$ cat src/rtl/pass_entry.sv
// pass_entry: collects a two-digit keypad password into pass1/pass2 and offers
// it to the parking FSM with a valid/ack handshake once ENTER is pressed.
// Supports clear, an inactivity timeout while digits are pending, and an
// error pulse on illegal key events.
module pass_entry #(
  parameter int unsigned TIMEOUT_CYCLES = 100
) (
  input  logic       clk,
  input  logic       reset_n,
  input  logic       key_press,
  input  logic [1:0] key_code,
  input  logic       key_enter,
  input  logic       key_clear,
  input  logic       pass_ack,
  output logic [1:0] pass1,
  output logic [1:0] pass2,
  output logic       pass_valid,
  output logic [1:0] digit_cnt,
  output logic       key_err,
  output logic       timeout
);

  localparam int unsigned      CNT_W = $clog2(TIMEOUT_CYCLES + 1);
  localparam logic [CNT_W-1:0] LAST  = CNT_W'(TIMEOUT_CYCLES - 1);

  typedef enum logic [1:0] {IDLE, ONE, TWO, PRESENT} state_t;

  state_t           state, state_d;
  logic [CNT_W-1:0] tcnt, tcnt_d;
  logic [1:0]       pass1_d, pass2_d, digit_cnt_d;
  logic             key_err_d, timeout_d;
  logic             press_q, enter_q, clear_q;
  logic             ev_press, ev_enter, ev_clear;
  logic             hit, to_idle;

  // Key events are rising edges of the level inputs.
  assign ev_press   = key_press & ~press_q;
  assign ev_enter   = key_enter & ~enter_q;
  assign ev_clear   = key_clear & ~clear_q;
  assign hit        = (tcnt == LAST);
  assign pass_valid = (state == PRESENT);

  // Next-state, digit capture, timeout count and pulse generation.
  // Priority is clear > press > enter; a winning but illegal event in ONE/TWO
  // does not restart the idle count, and a timeout suppresses its error pulse.
  always_comb begin
    state_d     = state;
    pass1_d     = pass1;
    pass2_d     = pass2;
    digit_cnt_d = digit_cnt;
    key_err_d   = 1'b0;
    timeout_d   = 1'b0;
    tcnt_d      = '0;
    to_idle     = 1'b0;
    case (state)
      IDLE: begin
        if (!ev_clear) begin
          if (ev_press) begin
            pass1_d     = key_code;
            digit_cnt_d = 2'd1;
            state_d     = ONE;
          end else if (ev_enter) begin
            key_err_d = 1'b1;
          end
        end
      end
      ONE: begin
        if (ev_clear) begin
          to_idle = 1'b1;
        end else if (ev_press) begin
          pass2_d     = key_code;
          digit_cnt_d = 2'd2;
          state_d     = TWO;
        end else if (hit) begin
          timeout_d = 1'b1;
          to_idle   = 1'b1;
        end else begin
          tcnt_d    = tcnt + CNT_W'(1);
          key_err_d = ev_enter;
        end
      end
      TWO: begin
        if (ev_clear) begin
          to_idle = 1'b1;
        end else if (ev_enter && !ev_press) begin
          state_d = PRESENT;
        end else if (hit) begin
          timeout_d = 1'b1;
          to_idle   = 1'b1;
        end else begin
          tcnt_d    = tcnt + CNT_W'(1);
          key_err_d = ev_press;
        end
      end
      PRESENT: begin
        if (ev_clear || pass_ack) begin
          to_idle = 1'b1;
        end else if (ev_press || ev_enter) begin
          key_err_d = 1'b1;
        end
      end
      default: to_idle = 1'b1;
    endcase
    if (to_idle) begin
      state_d     = IDLE;
      pass1_d     = '0;
      pass2_d     = '0;
      digit_cnt_d = '0;
    end
  end

  // State, datapath and edge-detect registers with synchronous reset.
  always_ff @(posedge clk) begin
    if (!reset_n) begin
      state     <= IDLE;
      pass1     <= '0;
      pass2     <= '0;
      digit_cnt <= '0;
      key_err   <= 1'b0;
      timeout   <= 1'b0;
      tcnt      <= '0;
      press_q   <= 1'b0;
      enter_q   <= 1'b0;
      clear_q   <= 1'b0;
    end else begin
      state     <= state_d;
      pass1     <= pass1_d;
      pass2     <= pass2_d;
      digit_cnt <= digit_cnt_d;
      key_err   <= key_err_d;
      timeout   <= timeout_d;
      tcnt      <= tcnt_d;
      press_q   <= key_press;
      enter_q   <= key_enter;
      clear_q   <= key_clear;
    end
  end

endmodule

$ cat config.mk
export PLATFORM = sky130hd
export DESIGN_NAME = pass_entry
export DESIGN_NICKNAME = d
export VERILOG_FILES = /design/src/rtl/pass_entry.sv
export SDC_FILE = /design/constraint.sdc
export NUM_CORES = 1
export LEC_CHECK = 0
export CAP_MARGIN = 20
export CORE_ASPECT_RATIO = 1.2
export CORE_MARGIN = 2
export CORE_UTILIZATION = 54
export CTS_CLUSTER_DIAMETER = 50
export DETAILED_ROUTE_END_ITERATION = 7
export PLACE_DENSITY = 0.87
export SLEW_MARGIN = 20
export SYNTH_ARGS = -nofsm -noshare
export SYNTH_HDL_FRONTEND = slang
export SYNTH_SLANG_ARGS = --single-unit
$ cat constraint.sdc
create_clock -name clk -period 3.7 [get_ports clk]
set_clock_uncertainty 0.2 [all_clocks]
set_input_delay 0.555 -clock clk [delete_from_list [all_inputs] [get_ports clk]]
set_output_delay 0.555 -clock clk [all_outputs]
set_load 0.01 [all_outputs]
Yosys cells after proc, flatten, opt, wreduce, memory -nomap -nowiden
Cells that the tools add are included.
{ "classes": {"add_sub_neg": 1, "n_reduce_logical": 12, "mux": 36, "bitwise": 8, "n_eq_ne": 10} }
{ "ops": {"columns": ["operator", "count"], "rows": [
  ["$mux 7", 5],
  ["$mux 1", 19],
  ["$pmux 7 s2", 1],
  ["$mux 2", 6],
  ["$ne 2x2->1 const B", 6],
  ["$add 7x1->7 const B", 1],
  ["$eq 7x7->1 const B", 1],
  ["$reduce_and 7->1", 1],
  ["$pmux 2 s3", 1],
  ["$reduce_and 3->1", 2],
  ["$not 1->1", 5],
  ["$reduce_and 5->1", 1],
  ["$eq 2x2->1 const B", 2],
  ["$pmux 1 s4", 1],
  ["$pmux 2 s2", 1],
  ["$and 1x1->1", 3],
  ["$pmux 1 s3", 1],
  ["$reduce_bool 3->1", 1],
  ["$eq 2x1->1 const B", 1],
  ["$logic_not 2->1", 1],
  ["$logic_or 1x1->1", 2],
  ["$pmux 1 s2", 1],
  ["$reduce_bool 2->1", 1],
  ["$reduce_or 2->1", 1],
  ["other kinds (2)", 2]
]} }
{ "word_totals": {"word_cells": 77, "ff_bits": 20} }

Logic depth before layout (Yosys ltp)
Gate-level depths: netlist (run 1).
{ "depth": {"depth_word": 8, "mapped_depth": 6, "ltp_nobuf": 6} }

Least setup slack after synthesis (run 1)
OpenSTA, ideal clock, no wires.
{ "synth_path": {"kind": "register to register", "from": "reg state[0]", "to": "reg state[0]", "t_arrival_ns": 1.698, "slack_ns": 1.714, "setup_time_ns": 0.088, "stages_incl_launch_ff": 7, "n_path_buf": 0, "synth_period_minus_slack_ns": 1.986, "cell_sequence": "dfxtp_1 -> inv_1 -> ha_1 -> or3b_4 -> o32ai_4 -> a21oi_2 -> a311oi_2"} }
{ "synth_via": {"elab_chain_len": 3, "word_cells_on_any_way": 15, "classes_between": "eq/ne (9); mux (2); reduce/logical (4)"} }
{ "synth_lines": {"columns": ["element", "line_no", "source"], "rows": [
  ["start, declared", "28", "state_t state, state_d;"],
  ["start signal, assigned", "126", "state <= state_d;"],
  ["$eq 2x2->1 (tied with other cells)", "55", "case (state)"],
  ["$ne 2x2->1 (no line) (tied with other cells)", null, null],
  ["$reduce_and 7->1 (no line) or $reduce_or 2->1 (tied branches)", null, null]
]} }
Parallel ways exist; a longest one is shown, timed or not.
A chain may end at the register's enable or synchronous reset.

Worst setup path in the final report (run 1)
{ "layout_path": {"from": "reg state[0]", "to": "out pass_valid"} }
{ "layout_via": {"elab_chain_len": 1} }
{ "layout_lines": {"columns": ["element", "line_no", "source"], "rows": [
  ["$eq 2x2->1", "41", "assign pass_valid = (state == PRESENT);"],
  ["end, declared", "17", "output logic pass_valid,"]
]} }
Every way passes these cells.

==> out/results.ini, run 1 <==
[min_path]
hold_path_class=flop to flop
source_of_the_worst_hold_timing_path=tcnt[0]$_SDFF_PN0_

[timing]
fin_crit_sh_pct=62.59
setup_tns_ps=0
worstMarginPinSlew_ps=510.3
drv_slew=0
timing.hold.ws_ps=255.7
final_period_minus_worst_setup_slack_ps=2316
slew-limit-headroom_pct=65.83
report.final.setup_viol=0
rsz0062_at_grt=false
timing_hold_violations_final=0
fmax_ghz=0.4318

[layout]
num_antenna_cells=0
num-fill-cells=129
drive_gt1_share_pct=11.02
areaGrowthSynthToFinish_pct=21.57
final_instance_count_without_filler_cells=136
total_area_of_multi_input_combinational_cells_sq_um=548.0
final_core_utilization_pct=71.28
seq_area_sq_um=400.4
design.final.nets=133

[cts]
hold_buffers=0
numCtsBuffers=3
insertion_delay_ps=300
cts-root-to-sink-buffers=2
cts_root_buf=sky130_fd_sc_hd__clkbuf_4
tritoncts_num_sinks=20
tritoncts=done
cts_post_setup_buffers_inserted=0
clkSlewWorstSetupHoldPaths_ps=110
clock_tree.htree_level_count=1
cts.repair.resized=0

[critical_path]
setup.worst_path.start=state[0]$_SDFFE_PP0P_
crit_path_cell_chain=ha_1, clkdlybuf4s50_1
master_of_the_slowest_instance_on_the_critical_path=sky130_fd_sc_hd__clkdlybuf4s50_1
regToRegStartpoint=state[0]$_SDFFE_PP0P_
critPathCaptureType=output port
critPathMaxStageDelay_ps=560
critical_path_required_ps=2940
worstSetupStartpointType=flop
critical_path_arrival_ps=1560
critPathKind=flop to output port
worst-path-max-fanout=5

[power_and_ir_drop]
vdd.ir_drop.worst_v=0.0002828
power-per-cell-area_nw_per_um2=393.0
clock_power_share_pct=37.5
power_switching_uw=105.3
p_comb_share_pct=14.3
power.share.switching_pct=22.36
internal_power_uw=365.8
static-leakage-power_uw=0.0004627
power.sequential.fraction_pct=48.2

[floorplan]
fp-row-count=16
design.portCount=17
die_w_microns=43.01
fp.coreArea_sq_um=1682
dieArea_sq_um=2185
fp.dieH_microns=50.81
start_util_pct=58.63

[placement]
place.gp.congestion=0.8705
placed_cells=132
hpwlAfterDp_microns=1354
numPortBuffers=16

[synth]
yosysSeqAreaShare_pct=40.61
avgSynthCellArea_sq_um=9.859
syn-num-nets=114
synth_seq_cells=20
synth_cell_type_count=35
syn_area_sq_um=985.9
synthesis.instances=100
synth.yosys.warnings=0

[drt]
drcViolationCount=0
drt_wl_total_microns=1771
vias_per_cell=5.618
wl_per_cell_microns=13.02
detail_route.iter0.violations=11
route.vias.total=764
drt_first_pass_iters=4
number_of_nets_with_antenna_violations_after_routing=0

[grt]
grt_overflow_total=0
grt.total_usage_pct=18.10
first_global_vias=713
grt_max_degree=13
grt_first_pass_wirelength_microns=3008
initial_antenna_violation_count=0

[outcome]
status=finished clean

[run]
maxCapViolations=0

[critical path: cells and delay by family, from the launching register on]
family	cells	cell delay (ps)
fa+ha+maj	1	260
buf+inv	1	560
flops	1	440
[kinds of logic after synthesis]
logic type | share of synthesized area [%]
XOR/XNOR | 4.442
multiplexers | 4.061
buffers and inverters | 3.806
AO/OA/AOI/OAI | 15.74
flip-flops | 40.61
AND/OR/NAND/NOR | 23.73
adder cells (fa/ha/maj) | 7.614
[synthesized netlist by cell type (all sizes together)]
master,count,area (sq um)
o221ai,1,15.01
a21boi,1,7.510
nand3,5,25.02
nor4b,1,8.760
a31oi,1,6.260
a311oi,1,15.01
o31a,1,8.760
o211ai,1,7.510
or3b,3,28.78
o21ai,2,10.01
nand3b,1,7.510
nor2b,1,8.760
or2b,1,8.760
and3,4,25.02
buf,2,22.52
a21o,1,8.760
inv,4,15.01
o21a,1,7.510
nand2,3,11.26
mux2i,4,40.04
a21oi,4,23.77
xnor2,3,26.28
a2bb2oi,1,8.760
xor2,2,17.52
nor3b,1,7.510
and2,5,31.28
nor2,14,52.55
o311ai,1,8.760
ha,6,75.07
o32ai,1,27.53
dfxtp,20,400.4
nand2b,3,18.77
[through the flow]
stage	total power, uW	instance area, sq um	setup WS, ps
after floorplan	276.9	985.9	1714
final	471.1	1199	1384
after CTS	476.7	1199	1361
after detailed placement	298.9	1146	1253
after global routing	490.5	1199	1283
after global placement	297.0	1146	1323
[power groups by stage]
| stage | logic, uW | registers, uW | clock network, uW |
|---|---|---|---|
| floorplan | 43.7 | 233 | 0 |
| global placement | 65.2 | 232 | 0 |
| detailed placement | 66.6 | 232 | 0 |
| CTS | 67.0 | 227 | 182 |
| global route | 72.3 | 228 | 190 |
| finish | 67.3 | 227 | 177 |
[flip-flops by register name (all words and copies together) (netlist names), 2 cells and up]
signal     flops
tcnt           7
digit_cnt      2
pass1          2
pass2          2
state          2
[worst paths after layout]
check | depth (start not counted) | to | slack [ps]
setup / recovery | 2 | pass_valid | 1380
hold / removal | 1 | tcnt[0]$_SDFF_PN0_ | 260
setup reg to reg | 6 | state[0]$_SDFFE_PP0P_ | 1500
hold reg to reg | 1 | tcnt[0]$_SDFF_PN0_ | 260
[cell usage in the layout, fill, tap and decap left out, drive strengths merged, types with 2 or more instances in the layout]
cell type	n
and2	5
xor2	2
dfxtp	20
xnor2	3
o21ai	2
clkbuf	3
nand2b	3
or3b	3
clkdlybuf4s50	16
inv	4
nand3	5
ha	6
and3	4
mux2i	4
nand2	3
nor2	14
a21oi	4
[final cells by class]
cell class / instances / share of cell area [%]
well taps: 18 / 1.879
multi-input cells: 74 / 45.72
flip-flops and latches: 20 / 33.40
clock inverters: 1 / 2.505
clock buffers: 3 / 1.879
repair buffers: 16 / 13.36
inverters: 4 / 1.253
[routing by layer]
layer  share of wire, %  global-route usage [%]
met3                2.5                   3.237
met5                  0                       0
met1                 44                   20.80
met2                 52                   31.57
met4                1.4                   9.091
No activity file was read; power rests on OpenSTA's default activity.
==> run 2, diff against run 1 <==
--- a/config.mk
+++ b/config.mk
@@ -8,10 +8,10 @@
 export CAP_MARGIN = 20
 export CORE_ASPECT_RATIO = 1.2
 export CORE_MARGIN = 2
-export CORE_UTILIZATION = 54
+export CORE_UTILIZATION = 46
 export CTS_CLUSTER_DIAMETER = 50
 export DETAILED_ROUTE_END_ITERATION = 7
-export PLACE_DENSITY = 0.87
+export PLACE_DENSITY = 0.8
 export SLEW_MARGIN = 20
 export SYNTH_ARGS = -nofsm -noshare
 export SYNTH_HDL_FRONTEND = slang
==> constraint.sdc (replaced) <==
create_clock -name clk -period 2.1 [get_ports clk]
set_clock_uncertainty 0.2 [all_clocks]
set_input_delay 0.315 -clock clk [delete_from_list [all_inputs] [get_ports clk]]
set_output_delay 0.315 -clock clk [all_outputs]
set_load 0.01 [all_outputs]
==> run 2 against run 1 <==
  * Routed wire length rose by 2.4%
  * Via count rose by 3.3%
  * Hold slack got worse by 4.6 ps
==> out/results.ini, run 2 (synthesis gave the netlist of run 1 again) <==
[floorplan]
fp.dieH_microns=54.72  ; was 50.81 microns
fp.coreArea_sq_um=2049  ; was 1682 sq um
design.portCount=17  ; unchanged
start_util_pct=48.11  ; was 58.63%
die_w_microns=46.26  ; was 43.01 microns
dieArea_sq_um=2531  ; was 2185 sq um
fp-row-count=18  ; was 16

[layout]
num_antenna_cells=0  ; unchanged
layout.cell_area.non_filler_sq_um=1285  ; was 1199 sq um
drive_gt1_share_pct=20.47  ; was 11.02%
mostFrequentLayoutCell=sky130_fd_sc_hd__dfxtp_1  ; unchanged
regMostFlops=tcnt  ; unchanged
mostFrequentLayoutCells=sky130_fd_sc_hd__dfxtp_1 (18), sky130_fd_sc_hd__clkdlybuf4s50_1 (16), sky130_fd_sc_hd__nor2_1 (14)  ; was sky130_fd_sc_hd__dfxtp_1 (20), sky130_fd_sc_hd__clkdlybuf4s50_1 (16), sky130_fd_sc_hd__nor2_1 (14)
design.final.nets=142  ; was 133
largest_register_ff_count=7  ; unchanged
final_core_utilization_pct=62.70  ; was 71.28%
areaGrowthSynthToFinish_pct=30.33  ; was 21.57%

[timing]
worstMarginPinSlew_ps=416.5  ; was 510.3 ps
setup_tns_ps=0  ; unchanged
fmax_ghz=0.4871
report.final.setup_viol=0  ; unchanged
final_period_minus_worst_setup_slack_ps=2053
setup_slack_ps=46.92  ; was 1384 ps
slew-limit-headroom_pct=71.84  ; was 65.83%
fin_crit_sh_pct=97.77
drv_slew=0  ; unchanged
timing_hold_violations_final=0  ; unchanged

[placement]
placement.setup.worst_slack_ps=16.78  ; was 1253 ps
numPortBuffers=16  ; unchanged
dpl-instance-area_sq_um=1206  ; was 1146 sq um
hpwlAfterDp_microns=1349  ; was 1354 microns
place.gp.congestion=0.7146  ; was 0.8705

[critical_path]
critical_path_arrival_ps=2070  ; was 1560 ps
regToRegSetupSlack_ps=50  ; was 1500 ps
worst-path-max-fanout=4  ; was 5
critPathKind=flop to flop  ; was flop to output port
worstSetupStartpointType=flop  ; unchanged
critical_path_required_ps=2120  ; was 2940 ps
critPathCaptureType=flop  ; was output port

[power_and_ir_drop]
power-per-cell-area_nw_per_um2=594.1  ; was 393.0 nW/um^2
totalPowerFinal_uw=763.4  ; was 471.1 uW
vdd.ir_drop.worst_v=0.0004453  ; was 0.0002828 V
static-leakage-power_uw=0.0004994  ; was 0.0004627 uW

[drt]
detail_route.iter0.violations=3  ; was 11
route.vias.total=789  ; was 764
drt_first_pass_iters=2  ; was 4
drcViolationCount=0  ; unchanged
number_of_nets_with_antenna_violations_after_routing=0  ; unchanged
drt_wl_total_microns=1814  ; was 1771 microns
wl_per_cell_microns=11.55  ; was 13.02 microns
vias_per_cell=5.025  ; was 5.618

[cts]
cts_root_buf=sky130_fd_sc_hd__clkbuf_4  ; unchanged
tritoncts_num_sinks=20  ; unchanged
clkSlewWorstSetupHoldPaths_ps=110  ; about the same
tritoncts=done  ; unchanged
clock_tree.htree_level_count=1  ; unchanged
numCtsBuffers=3  ; unchanged
insertion_delay_ps=300  ; about the same
cts-root-to-sink-buffers=2  ; unchanged

[grt]
grt.total_usage_pct=16.31  ; was 18.10%
use_met1_pct=19.04  ; was 20.80%
grt_first_pass_wirelength_microns=3036  ; was 3008 microns
initial_antenna_violation_count=0  ; unchanged
grt.met3_usage_pct=3.300  ; was 3.237%
grt_busiest_layer=met2  ; unchanged
grt_overflow_total=0  ; unchanged
grt_max_degree=12  ; was 13
globalRouteMet2Util_pct=28.94  ; was 31.57%
first_global_vias=770  ; was 713

[outcome]
status=finished clean  ; unchanged

[run]
maxCapViolations=0  ; unchanged

[min_path]
hold_path_class=flop to flop  ; unchanged

[run 2: cell count changes in the layout (fill, tap and decap cells not counted), sizes merged]
cell / previous run / this run
bufinv: 1 / 0
buf: 0 / 9
clkbuf: 3 / 4
[run 2: final cells by class]
class | count | area [sq um]
timing repair buffer | 25 | 227.7
multi-input combinational | 74 | 563.0
tap | 30 | 37.54
clock buffer | 4 | 36.28
sequential | 20 | 405.4
fill | 184 | 764.5
inverter | 4 | 15.01
[run 2: routing by layer]
metal	share of wire, %	up-vias
li1	-	403
met1	43	366
met2	52	14
met3	2.9	6
met4	1.8	0
met5	0	-
[run 2: through the flow]
stage                     hold WS, ps  std cells
after CTS                       257.6        154
final                           251.1        157
after floorplan                 213.2        100
after global placement          222.5        150
after global routing            275.4        157
after detailed placement        241.1        150
[run 2: where the power goes]
group | switching, uW | total, uW | internal [uW]
sequential | 7.09 | 399 | 392
clock | 118 | 224 | 106
combinational | 65.2 | 140 | 74.5
[run 2: worst paths after layout]
| check | start | endpoint | cells after the start |
|---|---|---|---|
| worst max-delay path | state[0]$_SDFFE_PP0P_ | state[0]$_SDFFE_PP0P_ | 6 |
| worst min-delay path | tcnt[0]$_SDFF_PN0_ | tcnt[0]$_SDFF_PN0_ | 1 |
| worst max register to register | state[0]$_SDFFE_PP0P_ | state[0]$_SDFFE_PP0P_ | 6 |
| worst min register to register | tcnt[0]$_SDFF_PN0_ | tcnt[0]$_SDFF_PN0_ | 1 |
[run 2: repair_timing]
action                                  4_1_cts  5_1_grt
endpoints found under the setup margin        0        9
gates resized for setup                       0        6
hold buffers                                  0        0
setup buffers                                 0        3
[run 2: worst max-delay path, stage by stage (launching register included)]
cell	delay [ps]
sky130_fd_sc_hd__dfxtp_4	380
sky130_fd_sc_hd__inv_1	80
sky130_fd_sc_hd__ha_1	240
sky130_fd_sc_hd__or3b_4	390
sky130_fd_sc_hd__o32ai_4	350
sky130_fd_sc_hd__a21oi_2	100
sky130_fd_sc_hd__a311oi_2	220
==> run 3, diff against run 2 <==
--- a/config.mk
+++ b/config.mk
@@ -7,7 +7,6 @@
 export LEC_CHECK = 0
 export CAP_MARGIN = 20
 export CORE_ASPECT_RATIO = 1.2
-export CORE_MARGIN = 2
 export CORE_UTILIZATION = 46
 export CTS_CLUSTER_DIAMETER = 50
 export DETAILED_ROUTE_END_ITERATION = 7
==> run 3 against run 2 <==
  * The run now ends with design-rule violations left
  * First-iteration DRC count increased to 2.7 times the previous value
  * Non-clock buffer count unchanged
  * Highest routed layer unchanged
  * Sequential share of layout area decreased by 0.84 points
  * Hold slack improved by 2.2 ps
  * Critical path type is now flop to output port
  * Global-route usage increased by 1.2 points
==> out/results.ini, run 3 (synthesis gave the netlist of run 1 again) <==
[cts]
tritoncts=done  ; unchanged
clkSlewWorstSetupHoldPaths_ps=110  ; about the same
cts-root-to-sink-buffers=2  ; unchanged
cts_root_buf=sky130_fd_sc_hd__clkbuf_4  ; unchanged
insertion_delay_ps=300  ; about the same
clock_tree.htree_level_count=1  ; unchanged
tritoncts_num_sinks=20  ; unchanged
hold_buffers=0  ; unchanged
numCtsBuffers=3  ; unchanged

[grt]
grt_max_degree=13  ; was 12
grt_first_pass_wirelength_microns=3070  ; was 3036 microns
first_global_vias=770  ; unchanged
initial_antenna_violation_count=0  ; unchanged
grt_overflow_total=0  ; unchanged
grt.total_usage_pct=17.52  ; was 16.31%

[outcome]
failed_checks=design-rule violations
status=finished with violations  ; was finished clean

[layout]
drive_gt1_share_pct=22.83  ; was 20.47%
regMostFlops=tcnt  ; unchanged
design.final.nets=142  ; unchanged
num_antenna_cells=0  ; unchanged
largest_register_ff_count=7  ; unchanged
mostFrequentLayoutCell=sky130_fd_sc_hd__dfxtp_1  ; unchanged
mostFrequentLayoutCells=sky130_fd_sc_hd__dfxtp_1 (18), sky130_fd_sc_hd__clkdlybuf4s50_1 (16), sky130_fd_sc_hd__nor2_1 (14)  ; unchanged
final_core_utilization_pct=64.41  ; was 62.70%
areaGrowthSynthToFinish_pct=33.88  ; was 30.33%

[placement]
hpwlAfterDp_microns=1390  ; was 1349 microns
place.gp.congestion=0.7979  ; was 0.7146
numPortBuffers=16  ; unchanged

[drt]
detail_route.iter0.violations=8  ; was 3
drt_wl_total_microns=1855  ; was 1814 microns
vias_per_cell=4.981  ; was 5.025
route.vias.total=782  ; was 789
number_of_nets_with_antenna_violations_after_routing=0  ; unchanged
wl_per_cell_microns=11.82  ; was 11.55 microns
drt_first_pass_iters=6  ; was 2
drcViolationCount=1  ; was 0

[floorplan]
start_util_pct=48.11  ; unchanged
fp-row-count=18  ; unchanged
fp.dieH_microns=52.72  ; was 54.72 microns
die_w_microns=44.26  ; was 46.26 microns
fp.coreArea_sq_um=2049  ; unchanged
dieArea_sq_um=2333  ; was 2531 sq um
design.portCount=17  ; unchanged

[timing]
drv_slew=0  ; unchanged
final_period_minus_worst_setup_slack_ps=2036  ; was 2053 ps
fmax_ghz=0.4913  ; was 0.4871 GHz
timing.hold.ws_ps=253.3  ; was 251.1 ps
worstMarginPinSlew_ps=372.6  ; was 416.5 ps
fin_crit_sh_pct=96.93  ; was 97.77%
timing_hold_violations_final=0  ; unchanged
report.final.setup_viol=0  ; unchanged
slew-limit-headroom_pct=74.81  ; was 71.84%

[min_path]
hold_path_class=flop to flop  ; unchanged

[critical_path]
critPathKind=flop to output port  ; was flop to flop
critical_path_arrival_ps=1520  ; was 2070 ps
crit_family=buffers and inverters  ; was compound AO/OA/AOI/OAI gates
crit_path_cell_chain=buf_4, ha_1, clkdlybuf4s50_1  ; was inv_1, ha_1, or3b_4, o32ai_4, a21oi_2, a311oi_2
regToRegSetupSlack_ps=70  ; was 50 ps
critical_path_required_ps=1580  ; was 2120 ps
critPathMaxStageDelay_ps=560  ; was 390 ps
worst-path-max-fanout=4  ; unchanged
worstSetupStartpointType=flop  ; unchanged
master_of_the_slowest_instance_on_the_critical_path=sky130_fd_sc_hd__clkdlybuf4s50_1  ; was sky130_fd_sc_hd__or3b_4
critPathCaptureType=output port  ; was flop
path_buf_inv=2  ; was 1

[power_and_ir_drop]
power-per-cell-area_nw_per_um2=648.8  ; was 594.1 nW/um^2
vdd.ir_drop.worst_v=0.0004453  ; about the same
static-leakage-power_uw=0.0005097  ; was 0.0004994 uW

[run]
maxCapViolations=0  ; unchanged

## run 3: worst reg2reg max path: cells and delay by family (launching register included)
family          cells  cell delay, ps
flops               1             340
buf+inv             2             250
fa+ha+maj           1             210
compound gates      2             460
simple gates        2             500
## run 3: layout make-up
type	instances	area, sq um
clock buffer	3	22.52
fill	178	729.5
tap	30	37.54
timing repair buffer	25	240.2
clock inverter	1	30.03
multi-input combinational	74	569.3
sequential	20	405.4
inverter	4	15.01
## run 3: final timing paths
| check | from | end | cells after the start |
|---|---|---|---|
| max | state[1]$_SDFFE_PP0P_ | pass_valid | 3 |
| min | tcnt[0]$_SDFF_PN0_ | tcnt[0]$_SDFF_PN0_ | 1 |
| max reg2reg | state[1]$_SDFFE_PP0P_ | state[1]$_SDFFE_PP0P_ | 7 |
| min reg2reg | tcnt[0]$_SDFF_PN0_ | tcnt[0]$_SDFF_PN0_ | 1 |
## run 3: power by group
part | total, uW | internal [uW] | leakage [uW] | switching [uW]
combinational | 143 | 78.4 | 0.000318 | 65.0
sequential | 401 | 392 | 0.000164 | 8.11
clock | 312 | 193 | 0.0000279 | 119
total | 856 | 664 | 0.000510 | 193
## run 3: repair_timing
action | 4_1_cts | 5_1_grt
endpoints found under the setup margin | 1 | 1
pin swaps | 0 | 1
buffers inserted | 0 | 3
resized for setup | 1 | 8
## run 3: layer usage
metal / vias to the layer above / GRT usage, % / routed length [microns]
met5: - / 0 / 0
met4: 0 / 6.061 / 15
met3: 3 / 2.069 / 45
met2: 14 / 34.07 / 998
met1: 363 / 18.79 / 795
li1: 402 / - / -
## run 3: per-stage QoR
step                      setup TNS (ps)  power (uW)  area (sq um)  setup WS [ps]  instances
after floorplan                        0       487.9         985.9          114.2        100
after global placement                 0       535.9          1219          20.29        150
after detailed placement          -60.84       540.4          1219         -42.45        150
after CTS                              0       851.2          1272          22.21        154
after global routing              -9.321       894.9          1320         -8.089        157
final                                  0       856.4          1320          64.42        157
